==> src/rtl/pixel_unpacker_pkg.sv <==
// Shared encodings and constants for the pixel path: display modes, the
// pixels-per-word rule and the packed RGB triple.
package pixel_unpacker_pkg;

  typedef enum logic [1:0] {
    MODE_8BIT     = 2'b00,
    MODE_1BIT     = 2'b01,
    MODE_8BIT_ALT = 2'b10,
    MODE_16BIT    = 2'b11
  } mode_e;

  typedef enum logic {
    ST_EMPTY  = 1'b0,
    ST_LOADED = 1'b1
  } state_e;

  localparam int              PL_W      = 4;
  localparam logic [PL_W-1:0] PPW_1BIT  = 4'd8;
  localparam logic [PL_W-1:0] PPW_OTHER = 4'd1;

  typedef struct packed {
    logic [7:0] r;
    logic [7:0] g;
    logic [7:0] b;
  } rgb_t;

  function automatic logic [PL_W-1:0] pixels_per_word(input mode_e m);
    return (m == MODE_1BIT) ? PPW_1BIT : PPW_OTHER;
  endfunction

endpackage

==> src/rtl/pixel_unpacker_if.sv <==
// Pixel-side bundle: FIFO head/pop, VGA request and registered colour/status.
// master drives the requests and FIFO head; slave is the unpacker.
interface pixel_unpacker_if;
  logic [1:0]  iMODE;
  logic        iFRAME_START;
  logic        iENABLE;
  logic [15:0] iWORD;
  logic        iWORD_VALID;
  logic        oWORD_RD;
  logic        iREQ;
  logic [7:0]  oR;
  logic [7:0]  oG;
  logic [7:0]  oB;
  logic        oVALID;
  logic        oUNDERRUN;
  logic [15:0] oUNDER_CNT;

  modport master (
    output iMODE, iFRAME_START, iENABLE, iWORD, iWORD_VALID, iREQ,
    input  oWORD_RD, oR, oG, oB, oVALID, oUNDERRUN, oUNDER_CNT
  );

  modport slave (
    input  iMODE, iFRAME_START, iENABLE, iWORD, iWORD_VALID, iREQ,
    output oWORD_RD, oR, oG, oB, oVALID, oUNDERRUN, oUNDER_CNT
  );
endinterface

==> src/rtl/pixel_colour_map.sv <==
// Combinational word-to-colour mapping for the active mode.
// bit_sel_i picks the packed bit in 1-bit mode (7 for the first pixel).
module pixel_colour_map
  import pixel_unpacker_pkg::*;
(
  input  mode_e       mode_i,
  input  logic [15:0] word_i,
  input  logic [2:0]  bit_sel_i,
  output rgb_t        rgb_o
);

  always_comb begin
    rgb_o = '0;
    case (mode_i)
      MODE_1BIT:  rgb_o = {24{word_i[bit_sel_i]}};
      MODE_16BIT: begin
        rgb_o.r = {word_i[7:3], word_i[7:5]};
        rgb_o.g = {word_i[2:0], word_i[15:13], word_i[2:1]};
        rgb_o.b = {word_i[12:8], word_i[12:10]};
      end
      default: begin
        rgb_o.r = word_i[7:0];
        rgb_o.g = word_i[7:0];
        rgb_o.b = word_i[7:0];
      end
    endcase
  end

endmodule

==> src/rtl/pixel_unpacker.sv <==
// Unpacks FIFO words into one pixel per VGA request, one cycle after the request.
// The FIFO pop is combinational with the load so consecutive words leave no gap.
module pixel_unpacker
  import pixel_unpacker_pkg::*;
(
  input  logic             iCLK,
  input  logic             iRST_N,
  pixel_unpacker_if.slave  bus
);

  state_e          state_q, state_d;
  mode_e           mode_q, mode_d;
  logic [15:0]     w_q, w_d;
  logic [PL_W-1:0] pl_q, pl_d;
  rgb_t            rgb_q, rgb_d;
  logic            vld_q, vld_d;
  logic            under_q, under_d;
  logic [15:0]     cnt_q, cnt_d;
  logic            pop;
  logic [2:0]      bit_sel;
  rgb_t            px;

  // Pixel k of a 1-bit word is W[7-k], and with PL pixels left k = 8-PL.
  assign bit_sel = pl_q[2:0] - 3'd1;

  pixel_colour_map u_map (
    .mode_i    (mode_q),
    .word_i    (w_q),
    .bit_sel_i (bit_sel),
    .rgb_o     (px)
  );

  always_comb begin
    mode_d  = mode_q;
    w_d     = w_q;
    pl_d    = pl_q;
    rgb_d   = '0;
    vld_d   = bus.iREQ;
    under_d = under_q;
    cnt_d   = cnt_q;
    pop     = 1'b0;

    if (bus.iFRAME_START) begin
      // Frame boundary wins over a coincident request: flush without popping.
      mode_d = mode_e'(bus.iMODE);
      pl_d   = '0;
    end else begin
      if (state_q == ST_EMPTY) begin
        if (bus.iREQ) begin
          under_d = 1'b1;
          if (cnt_q != 16'hFFFF) cnt_d = cnt_q + 16'd1;
        end
      end else if (bus.iREQ) begin
        pl_d = pl_q - 4'd1;
        if (bus.iENABLE) rgb_d = px;
      end

      if (bus.iWORD_VALID &&
          (state_q == ST_EMPTY || (pl_q == 4'd1 && bus.iREQ))) begin
        pop  = 1'b1;
        w_d  = bus.iWORD;
        pl_d = pixels_per_word(mode_q);
      end
    end

    state_d = (pl_d == '0) ? ST_EMPTY : ST_LOADED;
  end

  always_ff @(posedge iCLK) begin
    if (!iRST_N) begin
      state_q <= ST_EMPTY;
      mode_q  <= MODE_8BIT;
      w_q     <= '0;
      pl_q    <= '0;
      rgb_q   <= '0;
      vld_q   <= 1'b0;
      under_q <= 1'b0;
      cnt_q   <= '0;
    end else begin
      state_q <= state_d;
      mode_q  <= mode_d;
      w_q     <= w_d;
      pl_q    <= pl_d;
      rgb_q   <= rgb_d;
      vld_q   <= vld_d;
      under_q <= under_d;
      cnt_q   <= cnt_d;
    end
  end

  assign bus.oWORD_RD   = pop & iRST_N;
  assign bus.oR         = rgb_q.r;
  assign bus.oG         = rgb_q.g;
  assign bus.oB         = rgb_q.b;
  assign bus.oVALID     = vld_q;
  assign bus.oUNDERRUN  = under_q;
  assign bus.oUNDER_CNT = cnt_q;

endmodule
==> src/flat_wrapper.sv <==
// flat-port wrapper written by rule: the top's interface ports become plain ports
module pixel_unpacker_flat import pixel_unpacker_pkg::*;
  (iCLK, iRST_N, bus_iMODE, bus_iFRAME_START, bus_iENABLE, bus_iWORD, bus_iWORD_VALID, bus_iREQ, bus_oWORD_RD, bus_oR, bus_oG, bus_oB, bus_oVALID, bus_oUNDERRUN, bus_oUNDER_CNT);
  pixel_unpacker_if bus_i ();
  input  logic iCLK;
  input  logic iRST_N;
  input wire logic [$bits(bus_i.iMODE)-1:0] bus_iMODE;
  input wire logic [$bits(bus_i.iFRAME_START)-1:0] bus_iFRAME_START;
  input wire logic [$bits(bus_i.iENABLE)-1:0] bus_iENABLE;
  input wire logic [$bits(bus_i.iWORD)-1:0] bus_iWORD;
  input wire logic [$bits(bus_i.iWORD_VALID)-1:0] bus_iWORD_VALID;
  input wire logic [$bits(bus_i.iREQ)-1:0] bus_iREQ;
  output wire logic [$bits(bus_i.oWORD_RD)-1:0] bus_oWORD_RD;
  output wire logic [$bits(bus_i.oR)-1:0] bus_oR;
  output wire logic [$bits(bus_i.oG)-1:0] bus_oG;
  output wire logic [$bits(bus_i.oB)-1:0] bus_oB;
  output wire logic [$bits(bus_i.oVALID)-1:0] bus_oVALID;
  output wire logic [$bits(bus_i.oUNDERRUN)-1:0] bus_oUNDERRUN;
  output wire logic [$bits(bus_i.oUNDER_CNT)-1:0] bus_oUNDER_CNT;
  assign bus_i.iMODE = bus_iMODE;
  assign bus_i.iFRAME_START = bus_iFRAME_START;
  assign bus_i.iENABLE = bus_iENABLE;
  assign bus_i.iWORD = bus_iWORD;
  assign bus_i.iWORD_VALID = bus_iWORD_VALID;
  assign bus_i.iREQ = bus_iREQ;
  assign bus_oWORD_RD = bus_i.oWORD_RD;
  assign bus_oR = bus_i.oR;
  assign bus_oG = bus_i.oG;
  assign bus_oB = bus_i.oB;
  assign bus_oVALID = bus_i.oVALID;
  assign bus_oUNDERRUN = bus_i.oUNDERRUN;
  assign bus_oUNDER_CNT = bus_i.oUNDER_CNT;
  pixel_unpacker u_core (.iCLK(iCLK), .iRST_N(iRST_N), .bus(bus_i));
endmodule
==> config.mk <==
export PLATFORM = sky130hd
export DESIGN_NAME = pixel_unpacker_flat
export DESIGN_NICKNAME = d
export VERILOG_FILES = /design/src/rtl/pixel_unpacker_pkg.sv /design/src/rtl/pixel_unpacker_if.sv /design/src/rtl/pixel_colour_map.sv /design/src/rtl/pixel_unpacker.sv /design/src/flat_wrapper.sv
export SDC_FILE = /design/constraint.sdc
export NUM_CORES = 1
export LEC_CHECK = 0
export ABC_CLOCK_PERIOD_IN_PS = 2230
export BUFFER_PORTS_ARGS = -buffer_cell sky130_fd_sc_hd__buf_2
export CORE_ASPECT_RATIO = 1.5
export CORE_UTILIZATION = 30
export DETAILED_ROUTE_END_ITERATION = 8
export GPL_TIMING_DRIVEN = 0
export PLACE_DENSITY = 0.57
export SLEW_MARGIN = 30
export SYNTH_ARGS = -nofsm -noshare
export SYNTH_HDL_FRONTEND = slang
export SYNTH_SLANG_ARGS = --single-unit
==> constraint.sdc <==
create_clock -name iCLK -period 2.23 [get_ports iCLK]
set_input_delay 0.446 -clock iCLK [delete_from_list [all_inputs] [get_ports iCLK]]
set_output_delay 0.446 -clock iCLK [all_outputs]
set_load 0.01 [all_outputs]
==> metrics.txt, run 1 <==
fin crit share=92.7%; Clock Power Share=49.3%; Area Growth Syn to Fin=28.4%; most common cell after layout, fill and taps aside=buf_2; Yosys warning total=0; Synth area leader=dfxtp_1; fillers=880; FMAX=484 MHz; GRT Resource Usage Total=15.3%; post-synthesis sequential area ratio=47.2%; max cap viols=0; Max-slew headroom=66.3%; Synth top area share=47.2%; most frequent cells in the layout=67 x buf_2, 65 x dfxtp_1, 32 x nand2_1, 27 x nor2_1, 22 x mux2i_1; global route total overflow=0; number of global-route vias before repair=2264; status=finished clean; maximum number of pins on one net before global-route repair=11; RSZ-0062 raised after global routing=no; Max clock buf depth=2; ratio of cells with drive above 1 in the final layout=25.7%; # diodes=0; die width=80.3 um; simple-gate share of the synthesized area=22.7%; hold buffer count at cts=0; library cells used by synthesis=45; drt drc=0; Seq pwr share=44.3%; Max stage delay on crit path=0.36 ns; TNS Setup=0 ns; wire per inst=14.1 um; combinational group share of total power=6.4%; cell row count=42; Worst Setup SP=u_core.pl_q[0]; FF-to-FF End=u_core.bus.oB[1]; Worst-Margin Slew=0.502 ns; clock-pin slew on the worst setup and hold paths=0.05 ns; cell area after synthesis=2760 um^2; Synth Area in Compound Gates=12.9%; die height=119 um; Post CTS Setup Buffer Count=0; worst hold slack=0.357 ns; Power Internal=2.14 mW; RR Startpoint=u_core.pl_q[0]; Via density=5.02; clk root buf=clkbuf_16; Synth area leaders=dfxtp_1 47%, mux2i_1 8.0%, nand2_1 4.4%; Port Buffers=65; Max Slew Vio Count=0; post-synthesis cell count=293; gp weighted congestion=0.836; largest family of logic cells by synthesized area=simple AND/OR/NAND/NOR gates; Tmin final=2.07 ns; syn_area_per_cell=9.41 um^2; Setup crit end kind=flip-flop; Reg2Reg Setup Slack=0.16 ns; critical path cell sequence=buf_4, inv_1, ha_1, mux4_2, mux2i_1, or2_2, buf_2, buf_6, a31oi_1; initial core utilization=31.1%; pwr dens=773 nW/um^2; crit path max fanout=10; stages on the worst setup path=9; CTS Buf Count=9; CP Class=flip-flop to flip-flop; Post-Synth XOR/XNOR Area=1.27%; Net count, final=396; Max H-tree Level=3; WL final=6820 um; Layout Skew=0.00512 ns; crit path launch type=flip-flop; Leak=1.39 nW; TritonRoute pass-1 iters=4; Die Area=9590 um^2; core area=8880 um^2; Worst VDD drop=0.000490 V; Critical Path AT=2.30 ns; via count=2431; worst skew pair latency=0.32 ns; slowest cell on the critical path=ha_1; P_sw=0.594 mW; clk sinks=65; initial antenna violation count=0; adder-cell share of the synthesized area=1.36%; Final Hold Fails=0; switching share of power=21.7%; setup violators final=0; WP data required=2.46 ns; Post-DP HPWL=5100 um; flop and latch count out of synthesis=65; CTS tree=built; R2R depth=9; Final Power=2.74 mW; drt initial violations=78; mux contribution to synthesized area=9.62%; Worst Setup EP=u_core.bus.oB[1]; post-route ant nets=0; CP Buf/Inv Count=4; Hold Crit Class=input pin to flip-flop; global-route wire length before repair=11000 um; # IOs=67; synthesized net count=320; CP delay by family, top=buffers and inverters
sequential cells by signal (all words and copies together) (netlist names):
register               count
u_core.bus.oUNDER_CNT     16
u_core.w_q                16
u_core.bus.oB              8
u_core.bus.oG              8
u_core.bus.oR              8
u_core.pl_q                4
u_core.mode_q              2
u_core.bus.oUNDERRUN       1
u_core.bus.oVALID          1
u_core.state_q             1
metrics by stage:
step / worst slack [ns] / utilization (%) / cells / cell area [um^2]
after floorplan: 0.414 / - / 293 / 2760
after global routing: 0.000536 / 39.9 / 484 / 3540
after CTS: 0.0421 / 39.7 / 484 / 3530
final: 0.163 / 39.9 / 484 / 3540
after detailed placement: 0.177 / 36.3 / 468 / 3220
after global placement: 0.220 / 36.3 / 468 / 3220
cells in the mapped netlist (all sizes together):
master,instances
o31ai,6
nor4,3
o21ai,6
and4,2
and3,2
buf,8
nand4,6
dfxtp,65
nor2b,1
or2,1
clkbuf,9
mux4,2
or3,5
o211a,1
a21oi,16
o211ai,1
a211oi,3
o31a,1
dlygate4sd1,1
nor4bb,1
nor3b,1
a41oi,1
a31oi,19
o41ai,2
xnor2,3
mux2i,22
inv,6
nor4b,2
or4b,1
xor2,1
nand2,32
nand2b,12
o21a,1
or4,5
nand3,9
nor3,3
ha,3
and2,3
nor2,27
metal layers:
metal	wire, um	GRT usage, %
met1	2900	17.3
met2	3480	25.9
met3	311	4.75
met4	129	6.70
met5	0	0
repair_timing:
| item | CTS | global route |
|---|---|---|
| gates resized for setup | 2 | 2 |
| endpoints found under the setup margin | 1 | 1 |
| pin swaps | 0 | 0 |
cells by family after synthesis:
kind of cell	count (synthesis)
multiplexers	24
adder cells (fa/ha/maj)	3
XOR/XNOR	4
AND/OR/NAND/NOR	116
flip-flops	65
AO/OA/AOI/OAI	57
buffers and inverters	24
worst min-delay path by stage:
stage | from | end | cells past startpoint
floorplan | u_core.w_q[8] | u_core.bus.oB[3] | 2
finish | bus_iWORD[7] | u_core.w_q[7] | 3
detailed placement | u_core.w_q[9] | u_core.bus.oB[4] | 2
global placement | u_core.w_q[8] | u_core.w_q[8] | 2
global route | bus_iWORD[9] | u_core.w_q[9] | 3
CTS | bus_iWORD[7] | u_core.w_q[7] | 3
cell type report:
cell class	count	area [um^2]	area share, %
buffer	18	113	3.18
clock buffer	15	288	8.13
clock inverter	1	7.51	0.212
inverter	6	22.5	0.636
multi-input combinational	204	1350	38.0
sequential	65	1300	36.8
tap	110	138	3.89
timing repair buffer	65	325	9.19
power groups by stage:
stage               sequential [mW]  clock (mW)  combinational, mW
CTS                            1.21        1.38              0.175
global placement               1.23           0              0.169
detailed placement             1.23           0              0.173
global route                   1.21        1.44              0.195
floorplan                      1.23           0              0.117
finish                         1.21        1.35              0.175
worst register-to-register path, delay by kind of cell (launching register included):
family,cells,cell delay (ns)
AND/OR/NAND/NOR,1,0.27
multiplexers,2,0.31
flip-flops,1,0.33
adder cells (fa/ha/maj),1,0.36
AO/OA/AOI/OAI,1,0.17
buffers and inverters,4,0.53
Power figures use the tool's default switching activity.
==> run 2, diff against run 1 <==
Settings changed: ABC_AREA from default to 1, PLACE_DENSITY 0.57 to 0.56.
==> run 2 against run 1 <==
Clock power up 9%. Core utilization shrank 0.75 points. Synthesized cell count grew 47%. Routed wire length grew 10%. Critical path type is now flip-flop to output port.
==> metrics.txt, run 2 <==
Via density=4.60; fin cells=627; Final Hold Fails=0; maximum number of pins on one net before global-route repair=11; Net count, final=535; status=finished clean; most common cell after layout, fill and taps aside=nand2_1; fin crit share=91.6%; TNS Setup=0 ns; Post-synth EDFFs=0; synthesized net count=458; initial antenna violation count=1; Worst VDD drop=0.000441 V; WP data required=1.78 ns; Hold Crit Class=input pin to flip-flop; FMAX=490 MHz; number of global-route vias before repair=2705; crit path launch type=flip-flop; post-synthesis cell count=431; Leak=1.84 nW; post-synthesis sequential area ratio=43.9%; most common cell in the netlist=nand2_1; die width=83.2 um; combinational group share of total power=9.3%; final setup margin=0.188 ns; max cap viols=0; pre-CTS setup slack=0.181 ns; global-route wire length before repair=12200 um; pwr dens=790 nW/um^2; dpl cells=612; die height=124 um; clk sinks=65; Area Growth Syn to Fin=27.0%; Top FF cell, synth=dfxtp_1; Die Area=10300 um^2; crit path max fanout=10; Port Buffers=66; Post CTS Setup Buffer Count=0; most frequent cells in the layout=112 x nand2_1, 71 x buf_2, 64 x dfxtp_1, 61 x inv_1, 44 x nand3_1; CTS tree=built; flop and latch count out of synthesis=65; Yosys warning total=0; initial core utilization=30.8%; RSZ-0062 raised after global routing=no; Critical Path AT=1.60 ns; Max-slew headroom=64.4%; Max clock buf depth=2; Clock Power Share=49.4%; WL final=7530 um; CTS Buf Count=9; drt drc=0; Tmin final=2.04 ns; Setup crit end kind=output port; most common library cells after synthesis=113 x nand2_1, 65 x dfxtp_1, 61 x inv_1, 45 x nand3_1, 38 x a21oi_1; Reg2Reg Setup Slack=0.38 ns; ratio of cells with drive above 1 in the final layout=20.5%; worst skew pair latency=0.33 ns; Synth area leader=dfxtp_1; # diodes=0; switching share of power=22.6%; hold buffer count at cts=0; Worst-Margin Slew=0.533 ns; ys async rst share=0%; global route total overflow=0; gp weighted congestion=0.876; Max H-tree Level=3; via count=2886; syn_area_per_cell=6.88 um^2; Layout Skew=0.00509 ns; GRT Resource Usage Total=15.2%; cell area after synthesis=2970 um^2; drt initial violations=69; core area=9630 um^2; Synth area leaders=dfxtp_1 44%, nand2_1 14%, inv_1 7.7%; Seq pwr share=41.3%; P_sw=0.673 mW; cell row count=44; Power Internal=2.30 mW; CP Class=flip-flop to output port; # IOs=67; setup violators final=0; Synth top area share=43.9%; post-route ant nets=0; library cells used by synthesis=26; wire per inst=12.0 um; clk root buf=clkbuf_16; Post-DP HPWL=5950 um; TritonRoute pass-1 iters=4; clock-pin slew on the worst setup and hold paths=0.05 ns; Max Slew Vio Count=0
run 2: cell types whose count changed after synthesis, moves of 19 or more:
cell / change
mux2i_1: -22
nand2_1: +81
a21oi_1: +22
o21ai_0: +22
nand3_1: +37
a31oi_1: -19
inv_1: +55
run 2: power by group through the flow:
stage	registers (mW)	logic, mW	clock network, mW
after detailed placement	1.25	0.272	0
after global routing	1.23	0.316	1.55
after CTS	1.23	0.275	1.51
after floorplan	1.25	0.182	0
after global placement	1.25	0.270	0
final	1.23	0.276	1.47
run 2: logic make-up (layout without fill, tap and decap cells):
family	Yosys count	after routing	synth area share, %
compound gates	66	66	11.3
xor+xnor	6	6	1.77
fa+ha+maj	3	3	1.27
buf+inv	78	159	10.4
flops	65	65	43.9
simple gates	213	213	31.4
run 2: worst max-delay path, stage by stage (launching register included):
cell     delay (ns)
dfxtp_2        0.38
ha_1           0.17
nand4_1        0.11
nand2_2        0.12
nand3_2        0.10
buf_6          0.16
nor2_1         0.09
buf_2          0.14
run 2: worst paths after layout:
| path | to | start | cells after the start |
|---|---|---|---|
| worst max-delay path | bus_oWORD_RD | u_core.pl_q[0] | 7 |
| worst min-delay path | u_core.mode_q[1] | bus_iMODE[1] | 3 |
| worst max register to register | u_core.bus.oR[7] | u_core.pl_q[0] | 10 |
| worst min register to register | u_core.w_q[9] | u_core.w_q[9] | 2 |
run 2: through the flow:
| step | hold slack, ns | power (mW) | cell area [um^2] | utilization [%] |
|---|---|---|---|---|
| 6_report | 0.353 | 2.98 | 3770 | 39.1 |
| 5_1_grt | 0.374 | 3.10 | 3770 | 39.1 |
| 4_1_cts | 0.345 | 3.02 | 3750 | 39.0 |
| 3_5_place_dp | 0.445 | 1.53 | 3440 | 35.7 |
| 3_3_place_gp | 0.435 | 1.52 | 3440 | 35.7 |
| 2_1_floorplan | 0.425 | 1.43 | 2970 | - |
run 2: final cells by class:
cell class | instances | area, um^2
fillers | 1044 | 5870
clock buffers | 12 | 246
plain buffers | 11 | 63.8
well taps | 115 | 144
multi-input cells | 288 | 1360
clock inverters | 3 | 65.1
inverters | 67 | 251
flip-flops and latches | 65 | 1300
repair buffers | 66 | 330
run 2: per-layer routing:
layer  up-vias  global-route usage, %  wire length (um)
met2        72                   29.4              4070
li1       1519                      -                 -
met1      1282                   15.1              2960
met3        13                   3.98               362
met5         -                      0                 0
met4         0                   7.11               140
run 2: timing repair:
item / 4_1_cts / 5_1_grt
setup endpoints to repair: 1 / 1
pin swaps: 0 / 0
gates resized for setup: 2 / 6
==> run 3, diff against run 2 <==
Settings changed: CTS_BUF_LIST from default to sky130_fd_sc_hd__clkbuf_8 sky130_fd_sc_hd__clkbuf_16.
==> run 3 against run 2 <==
Global-route usage unchanged. Design area unchanged. Routed wire length increased by 0.11%. Clock power barely moved. Combinational power hardly changed. Clock-buffer cell count shrank 2. Register-to-register slack about the same. Total power is 0.29% lower. Critical path type unchanged. Critical endpoint unchanged. Largest cell class unchanged.
==> metrics.txt, run 3 (same netlist as run 2, synthesis figures left out) <==
Reg2Reg Setup Slack=0.39 ns; clk root buf=clkbuf_16; core area=9630 um^2; fin area=3770 um^2; status=finished clean; setup violators final=0; Area after DPL=3440 um^2; ratio of cells with drive above 1 in the final layout=20.5%; initial antenna violation count=1; CTS tree=built; WP data required=1.78 ns; FMAX=490 MHz; fin crit share=91.6%; CP delay by family, top=simple AND/OR/NAND/NOR gates; Max Slew Vio Count=0; Critical Path AT=1.60 ns; Hold Crit Class=input pin to flip-flop; Leak=1.84 nW; Worst VDD drop=0.000430 V; Max stage delay on crit path=0.38 ns; # diodes=0; drt initial violations=69; Max H-tree Level=3; CP Class=flip-flop to output port; Net count, final=535; maximum number of pins on one net before global-route repair=11; CP Buf/Inv Count=2; via count=2879; Tmin final=2.04 ns; Max clock buf depth=2; number of global-route vias before repair=2705; critical path cell sequence=ha_1, nand4_1, nand2_2, nand3_2, buf_6, nor2_1, buf_2; dpl cells=612; global-route wire length before repair=12200 um; drt drc=0; hold path depth=3; CTS Buf Count=9; pwr dens=788 nW/um^2; gp weighted congestion=0.876; max cap viols=0; slowest cell on the critical path=dfxtp_2; WL final=7540 um; Via density=4.59; hold endpoint=u_core.mode_q[1]; Final Hold Fails=0; TNS Setup=0 ns; Post-DP HPWL=5950 um; die height=124 um; GRT Resource Usage Total=15.2%; crit path launch type=flip-flop; cell row count=44; worst hold slack=0.353 ns; die width=83.2 um; Die Area=10300 um^2; fin cells=627; Max-slew headroom=64.4%; worst skew pair latency=0.33 ns; most frequent cells in the layout=112 x nand2_1, 71 x buf_2, 64 x dfxtp_1, 63 x inv_1, 44 x nand3_1; post-route ant nets=0; wire per inst=12.0 um; crit path max fanout=10; clk sinks=65; Worst-Margin Slew=0.533 ns; Setup crit end kind=output port; FF-to-FF End=u_core.bus.oR[7]; Layout Skew=0.00519 ns; most common cell after layout, fill and taps aside=nand2_1; Area Growth Syn to Fin=27.0%; Hold Startpoint=bus_iMODE[1]; RSZ-0062 raised after global routing=no; # IOs=67; global route total overflow=0; Port Buffers=66; initial core utilization=30.8%; final setup margin=0.188 ns; clock-pin slew on the worst setup and hold paths=0.05 ns; TritonRoute pass-1 iters=4; pre-CTS setup slack=0.181 ns; RR Startpoint=u_core.pl_q[0]; R2R depth=10; Post CTS Setup Buffer Count=0
[run 3: timing repair]
item	4_1_cts	5_1_grt
hold buffers	0	0
pin swaps	0	0
resized for setup	2	6
gates cloned	0	0
endpoints found under the setup margin	1	1
[run 3: worst reg2reg max path: stages (launching register included)]
cell and delay (ns):
dfxtp_2 0.38, inv_2 0.10, ha_1 0.33, inv_1 0.08
nand3_1 0.08, nand3_1 0.07, nand3_1 0.23, buf_2 0.26
nand3_1 0.10, nand2_1 0.07, inv_1 0.04
[run 3: per-layer routing]
layer  GRT usage, %  vias up  part of all wire, %
li1               -     1519                    -
met1           15.1     1273                   39
met2           29.4       74                   54
met3           3.98       13                  4.8
met4           7.11        0                  1.8
met5              0        -                    0
[run 3: layout make-up]
type / count / area [um^2]
fillers: 1044 / 5870
multi-input cells: 288 / 1360
flip-flops and latches: 65 / 1300
repair buffers: 66 / 330
inverters: 67 / 251
clock buffers: 10 / 239
well taps: 115 / 144
clock inverters: 5 / 72.6
plain buffers: 11 / 63.8
[run 3: metrics by stage]
step | util, % | power [mW]
2_1_floorplan | - | 1.43
3_3_place_gp | 35.7 | 1.52
3_5_place_dp | 35.7 | 1.53
4_1_cts | 39.0 | 3.01
5_1_grt | 39.1 | 3.09
6_report | 39.1 | 2.97
[run 3: report_power, final]
group | leakage (nW) | total [mW] | switching, mW | internal (mW)
sequential | 0.528 | 1.23 | 0.0256 | 1.20
clock | 0.161 | 1.46 | 0.472 | 0.991
combinational | 1.16 | 0.276 | 0.176 | 0.100
[run 3: how the worst max path moves through the flow]
stage | startpoint | to | slack, ns | depth (start not counted)
final | u_core.pl_q[0] | bus_oWORD_RD | 0.19 | 7
after CTS | u_core.pl_q[0] | bus_oWORD_RD | 0.005 | 7
after detailed placement | bus_iREQ | bus_oWORD_RD | 0.18 | 7
after floorplan | u_core.pl_q[0] | bus_oWORD_RD | 0.54 | 6
after global placement | bus_iREQ | bus_oWORD_RD | 0.19 | 7
after global routing | u_core.pl_q[1] | bus_oWORD_RD | 0.05 | 8
